## src/rtl/tg_packet_scheduler_if.sv

```systemverilog
// Handshake bundle between trace sources, the packet scheduler and the injector.
`ifndef TS_WIDTH
`define TS_WIDTH 10
`endif
`ifndef P_INJ
`define P_INJ 15:0
`endif

interface tg_packet_scheduler_if #(
  parameter int unsigned NSRC = 4,
  parameter int unsigned TSW  = `TS_WIDTH
);
  logic                 enable;
  logic [TSW-1:0]       sim_time;
  logic [32*NSRC-1:0]   src_packet;
  logic [NSRC-1:0]      src_valid;
  logic [NSRC-1:0]      src_ready;
  logic                 packet_request;
  logic [31:0]          packet_out;
  logic                 packet_out_valid;
  logic [31:0]          issued_count;
  logic                 busy;

  modport master (
    output enable, sim_time, src_packet, src_valid, packet_request,
    input  src_ready, packet_out, packet_out_valid, issued_count, busy
  );

  modport slave (
    input  enable, sim_time, src_packet, src_valid, packet_request,
    output src_ready, packet_out, packet_out_valid, issued_count, busy
  );
endinterface

```

## src/rtl/tg_packet_scheduler.sv

```systemverilog
// Round-robin, timestamp-gated scheduler sharing one packet injector among NSRC sources.
`ifndef TS_WIDTH
`define TS_WIDTH 10
`endif
`ifndef P_INJ
`define P_INJ 15:0
`endif

module tg_packet_scheduler #(
  parameter int unsigned NSRC = 4,
  parameter int unsigned TSW  = `TS_WIDTH
) (
  input  logic                  clock,
  input  logic                  reset,
  tg_packet_scheduler_if.slave  bus
);

  localparam int unsigned PW  = (NSRC > 1) ? $clog2(NSRC) : 1;
  localparam int unsigned PW1 = PW + 1;

  typedef enum logic [1:0] {
    S_SELECT = 2'd0,
    S_OFFER  = 2'd1,
    S_HOLD   = 2'd2
  } state_t;

  state_t          r_state;
  state_t          w_state_next;
  logic [NSRC-1:0] r_full;
  logic [NSRC-1:0] w_full_next;
  logic [31:0]     r_pkt [NSRC];
  logic [PW-1:0]   r_ptr;
  logic [PW-1:0]   w_ptr_next;
  logic [PW-1:0]   r_win;
  logic [PW-1:0]   w_sel;
  logic [PW1-1:0]  w_idx;
  logic            w_found;
  logic            w_grant;
  logic            w_take;
  logic [NSRC-1:0] w_elig;
  logic [31:0]     r_packet_out;
  logic [31:0]     r_count;
  logic            r_valid;
  logic            r_busy;

  // Per-entry eligibility: signed (inj - sim_time) mod 2^TSW must be <= 0
  for (genvar gi = 0; gi < NSRC; gi++) begin : g_elig
    logic [31:0]    w_field;
    logic [TSW-1:0] w_diff;
    assign w_field    = 32'(r_pkt[gi][`P_INJ]);
    assign w_diff     = w_field[TSW-1:0] - bus.sim_time;
    assign w_elig[gi] = r_full[gi] & (w_diff[TSW-1] | (w_diff == '0));
  end

  // Round-robin search starting at the pointer, first eligible entry wins
  always_comb begin
    w_found = 1'b0;
    w_sel   = '0;
    w_idx   = '0;
    for (int k = 0; k < NSRC; k++) begin
      w_idx = PW1'(r_ptr) + PW1'(k);
      if (w_idx >= PW1'(NSRC)) w_idx = w_idx - PW1'(NSRC);
      if (!w_found && w_elig[w_idx[PW-1:0]]) begin
        w_found = 1'b1;
        w_sel   = w_idx[PW-1:0];
      end
    end
  end

  // Next-state, holding-register occupancy and pointer update
  always_comb begin
    w_state_next = r_state;
    w_full_next  = r_full;
    w_ptr_next   = r_ptr;
    w_grant      = 1'b0;
    w_take       = 1'b0;
    case (r_state)
      S_SELECT: begin
        if (w_found) begin
          w_grant      = 1'b1;
          w_state_next = S_OFFER;
        end
      end
      S_OFFER: begin
        if (bus.enable && bus.packet_request) begin
          w_take             = 1'b1;
          w_state_next       = S_HOLD;
          w_full_next[r_win] = 1'b0;
          w_ptr_next         = (r_win == PW'(NSRC - 1)) ? '0 : r_win + PW'(1);
        end
      end
      S_HOLD:  w_state_next = S_SELECT;
      default: w_state_next = S_SELECT;
    endcase
    // Loads only land in registers that were empty this cycle (no same-cycle refill)
    w_full_next = w_full_next | (bus.src_valid & ~r_full);
  end

  // Control and output registers
  always_ff @(posedge clock) begin
    if (reset) begin
      r_state      <= S_SELECT;
      r_full       <= '0;
      r_ptr        <= '0;
      r_win        <= '0;
      r_packet_out <= '0;
      r_valid      <= 1'b0;
      r_count      <= '0;
      r_busy       <= 1'b0;
    end else begin
      r_state <= w_state_next;
      r_full  <= w_full_next;
      r_ptr   <= w_ptr_next;
      r_valid <= (w_state_next == S_OFFER);
      r_busy  <= (|w_full_next) | (w_state_next != S_SELECT);
      if (w_grant) begin
        r_win        <= w_sel;
        r_packet_out <= r_pkt[w_sel];
      end
      if (w_take) r_count <= r_count + 32'd1;
    end
  end

  // Holding-register payloads; occupancy is tracked by r_full
  always_ff @(posedge clock) begin
    for (int i = 0; i < NSRC; i++) begin
      if (!reset && bus.src_valid[i] && !r_full[i]) r_pkt[i] <= bus.src_packet[32*i +: 32];
    end
  end

  assign bus.src_ready        = ~r_full;
  assign bus.packet_out       = r_packet_out;
  assign bus.packet_out_valid = r_valid;
  assign bus.issued_count     = r_count;
  assign bus.busy             = r_busy;

endmodule

```

## src/flat_wrapper.sv

```systemverilog
// flat-port wrapper written by rule: the top's interface ports become plain ports
module tg_packet_scheduler_flat 
#(
  parameter int unsigned NSRC = 4,
  parameter int unsigned TSW  = `TS_WIDTH
)
  (clock, reset, bus_enable, bus_sim_time, bus_src_packet, bus_src_valid, bus_packet_request, bus_src_ready, bus_packet_out, bus_packet_out_valid, bus_issued_count, bus_busy);
  tg_packet_scheduler_if #(.NSRC(NSRC), .TSW(TSW)) bus_i ();
  input  logic clock;
  input  logic reset;
  input wire logic [$bits(bus_i.enable)-1:0] bus_enable;
  input wire logic [$bits(bus_i.sim_time)-1:0] bus_sim_time;
  input wire logic [$bits(bus_i.src_packet)-1:0] bus_src_packet;
  input wire logic [$bits(bus_i.src_valid)-1:0] bus_src_valid;
  input wire logic [$bits(bus_i.packet_request)-1:0] bus_packet_request;
  output wire logic [$bits(bus_i.src_ready)-1:0] bus_src_ready;
  output wire logic [$bits(bus_i.packet_out)-1:0] bus_packet_out;
  output wire logic [$bits(bus_i.packet_out_valid)-1:0] bus_packet_out_valid;
  output wire logic [$bits(bus_i.issued_count)-1:0] bus_issued_count;
  output wire logic [$bits(bus_i.busy)-1:0] bus_busy;
  assign bus_i.enable = bus_enable;
  assign bus_i.sim_time = bus_sim_time;
  assign bus_i.src_packet = bus_src_packet;
  assign bus_i.src_valid = bus_src_valid;
  assign bus_i.packet_request = bus_packet_request;
  assign bus_src_ready = bus_i.src_ready;
  assign bus_packet_out = bus_i.packet_out;
  assign bus_packet_out_valid = bus_i.packet_out_valid;
  assign bus_issued_count = bus_i.issued_count;
  assign bus_busy = bus_i.busy;
  tg_packet_scheduler #(.NSRC(NSRC), .TSW(TSW)) u_core (.clock(clock), .reset(reset), .bus(bus_i));
endmodule
```

## config.mk

```make
export PLATFORM = sky130hd
export DESIGN_NAME = tg_packet_scheduler_flat
export DESIGN_NICKNAME = d
export VERILOG_FILES = /design/src/rtl/tg_packet_scheduler_if.sv /design/src/rtl/tg_packet_scheduler.sv /design/src/flat_wrapper.sv
export SDC_FILE = /design/constraint.sdc
export NUM_CORES = 1
export LEC_CHECK = 0
export ABC_AREA = 0
export CAP_MARGIN = 15
export CORE_UTILIZATION = 40
export DETAILED_ROUTE_END_ITERATION = 8
export PLACE_DENSITY = 0.71
export SETUP_SLACK_MARGIN = 0.05
export SLEW_MARGIN = 20
export SYNTH_ARGS = -nofsm -noshare
export SYNTH_HDL_FRONTEND = slang
export SYNTH_SLANG_ARGS = --single-unit
```

## constraint.sdc

```tcl
create_clock -name clock -period 3.9 [get_ports clock]
set_clock_uncertainty 0.2 [all_clocks]
set_input_delay 0.585 -clock clock [delete_from_list [all_inputs] [get_ports clock]]
set_output_delay 0.585 -clock clock [all_outputs]
set_load 0.01 [all_outputs]
```

==> summary.txt <==
Floorplan
  • Die area: around 24,000 µm²
  • Die Width: 156 µm
  • Core ar.: 23,400 µm²
  • Initial Util: 40.6%
  • Die Ht: around 160 µm
  • Core Rows: 56
  • IO Pins: between 200 and 250

Logic synthesis
  • Post-synthesis sequential area ratio: roughly 56%
  • Yosys reg bits: around 200
  • Mapped Nets: a little under 1,000
  • Ys async rst share: 0%
  • Primary FF master, synth: edfxtp_1
  • Ys Warns: 0
  • Mapped Area: ~9500 µm²
  • Cells after Synth: between 700 and 800
  • Distinct cells, synth: between 60 and 70
  • EDFF count, synth: 128
  • Syn_area_per_cell: around 12 µm²

Cells and area
  • Share of layout cells above drive strength 1: a little over a fifth
  • Layout fillers: 1,845
  • Antenna diodes: 0
  • FF/Latch Area: roughly 5400 µm²
  • Final net count: between 1,000 and 1,500
  • Footprint of the multi-input gates: 4400 µm²
  • Post-route insts no fill: 1,428
  • Area grow syn2layout: 49.6%

Min path
  • Hold Path Class: reg2reg

Setup path
  • Crit-path max FO: 8
  • CP required: 4.14 ns
  • Worst setup SP type: flip-flop
  • Critical Path AT: 4.13 ns
  • Setup CP Type: reg2reg
  • CP Capture Type: flip-flop

Clock network
  • CTS tree: done
  • Clock tree buffer depth: 3
  • TritonCTS Buffers: 23
  • Clk_lat worst skew: 0.53 ns
  • Clock transition at path regs: 0.06 ns
  • H-tree levels: 1
  • CTS root buf: clkbuf_16
  • CTS sink count: slightly above 200

Routing
  • WL final: 27,600 µm
  • Drt pass-1 iters: 5
  • Post-route ant nets: 0
  • Wire length per cell: roughly 19 µm
  • Starting DRT DRC Count: ~460
  • DRC Markers: 0
  • Vias: about 7,500
  • Vias per cell: about 5.2

STA
  • Final worst path period need: around 3.9 ns
  • Setup-failing EPs final: 0
  • Peak Freq: about 0.26 GHz
  • Final Max Slew Viols: 0
  • Setup ws final: roughly 0.011 ns
  • Fin crit share: 99.7%
  • Slew headroom: 33.2%
  • WHS: approximately 0.30 ns
  • RSZ-0062 raised after global routing: true
  • Fin. Hold Viols: 0
  • Worst slew pin tran: about 1.0 ns

Job
  • Max Cap Violations: 0

Global route
  • Vias in the first global route: around 7,500
  • Initial antenna violation count: 0
  • GR Overflow Total: 0
  • GRT Total Usage: 21.8%
  • First-pass GRT wire length: 40,700 µm
  • Largest net degree at the start of global routing: 52

Power
  • P per Cell Area: 424 nW/µm²
  • Pleak: approximately 5.2 nW
  • Peak VDD IR: 0.000311 V
  • Design Power: about 0.006 W

Placement
  • Dpl ws: -0.832 ns
  • Port Buf Inserts: between 200 and 250
  • DP HPWL: between 15,000 and 20,000 µm
  • Gpl congestion: between 0.9 and 1
  • Placed cells: about 1,400

Run status
  • Status: completed
## worst max-delay path, stage by stage, from the launching register on
cell and delay, ns:
edfxtp_1 0.40, inv_1 0.09, ha_1 0.17, inv_1 0.07, fa_2 0.35, a211o_1 0.30
o211a_1 0.16, o2bb2ai_2 0.13, xnor2_1 0.08, nor4_2 0.33, a31o_1 0.29, nor3_2 0.09
a311o_2 0.34, or3_4 0.44, clkbuf_16 0.20, o221ai_2 0.19
## worst paths after layout
kind | slack, ns | cells after the start | to | from
max | 0.01 | 15 | u_core.bus.packet_out[10]$_SDFFE_PP0P_ | u_core.r_pkt[3][0]$_DFFE_PP_
min | 0.30 | 2 | u_core.r_win[1]$_SDFFE_PP0P_ | u_core.r_win[1]$_SDFFE_PP0P_
max reg2reg | 0.01 | 15 | u_core.bus.packet_out[10]$_SDFFE_PP0P_ | u_core.r_pkt[3][0]$_DFFE_PP_
min reg2reg | 0.30 | 2 | u_core.r_win[1]$_SDFFE_PP0P_ | u_core.r_win[1]$_SDFFE_PP0P_
## cell usage after synthesis, drive strengths merged, types with 9 or more instances
library cell	instances	area share [%]
dfxtp	76	16
edfxtp	128	40
nand3b	36	2.8
buf	16	1.0
o21a	10	0.79
ha	41	5.4
nor2	54	2.1
mux2i	69	7.3
nor3	10	0.58
a21oi	27	1.4
clkbuf	14	0.55
nand2	32	1.3
nand3	17	0.89
or3	9	0.59
o221ai	35	3.3
xnor2	18	1.7
xor2	29	2.7
inv	30	1.2
and3	9	0.59
o21ai	20	1.1
## repair_timing
item | 4_1_cts | 5_1_grt
buffers inserted | 13 | 8
setup endpoints to repair | 34 | 34
gates cloned | 3 | 3
hold buffers | 0 | 0
pin swaps | 8 | 34
gates resized for setup | 32 | 78
## report_power, final
| part | internal, W | leakage (nW) | total [W] | switching [W] |
|---|---|---|---|---|
| clock network | 0.00129 | 0.389 | 0.00218 | 0.000896 |
| logic | 0.000720 | 2.99 | 0.00132 | 0.000603 |
| registers | 0.00243 | 1.80 | 0.00253 | 0.0000947 |
## routing by layer
metal  vias up  share of wire (%)  GRT usage, %  wire, µm
met4         0                3.0          8.31       824
li1       3578                  -             -         -
met1      3574                 42          27.7     11600
met2       270                 48          35.9     13200
met3        54                7.0          5.33      1940
met5         -                  0             0         0
## flip-flops by register name (all words and copies together) (netlist names)
| register | flops |
|---|---|
| u_core.bus.packet_out | 32 |
| u_core.bus.issued_count | 32 |
| u_core.r_ptr | 2 |
| u_core.bus.busy | 1 |
| u_core.bus.packet_out_valid | 1 |
| u_core.r_win | 2 |
| u_core.r_pkt | 128 |
| u_core.r_state | 2 |
| u_core.r_full | 4 |
## logic make-up after synthesis
family / count (synthesis) / share of synthesized area, %
buf+inv: 60 / 2.76
compound gates: 139 / 10.8
mux: 71 / 7.50
flops: 204 / 56.4
simple gates: 208 / 12.0
fa+ha+maj: 45 / 6.24
xor+xnor: 47 / 4.33
## layout by cell type (no fill, tap or decap), types with 7 or more instances in the layout
master	netlist	layout
nor3_1	9	8
xor2_1	29	29
clkdlybuf4s50_1	0	212
nand3_1	17	17
xnor2_1	18	15
mux2i_1	69	60
a21oi_1	27	23
nor2_1	54	53
o221ai_2	1	23
clkinv_2	0	8
nand2_1	32	32
nand4_1	7	7
and3_1	9	9
inv_1	30	24
nand2b_1	7	7
clkbuf_16	0	27
buf_12	0	7
o21a_1	10	10
dfxtp_1	76	76
nand3b_1	36	36
ha_1	41	34
o21ai_0	20	17
buf_4	0	90
edfxtp_1	128	128
or3_1	9	8
o221ai_1	34	10
## final cells by class
class | instances | share of cell area (%)
Sequential cell | 204 | 37.7
Timing Repair Buffer | 323 | 22.3
Tap cell | 319 | 2.81
Clock inverter | 15 | 1.04
Multi-Input combinational cell | 510 | 30.9
Clock buffer | 27 | 4.37
Inverter | 30 | 0.818
## through the flow
stage | TNS (ns) | utilization (%) | cell area, µm²
after CTS | -0.368 | 58.5 | 13700
after global routing | -3.59 | 60.8 | 14200
after global placement | -23.98 | 53.9 | 12600
after floorplan | -12.45 | - | 9520
final | 0 | 60.8 | 14200
after detailed placement | -26.37 | 53.9 | 12600
No activity file was read; power rests on OpenSTA's default activity.
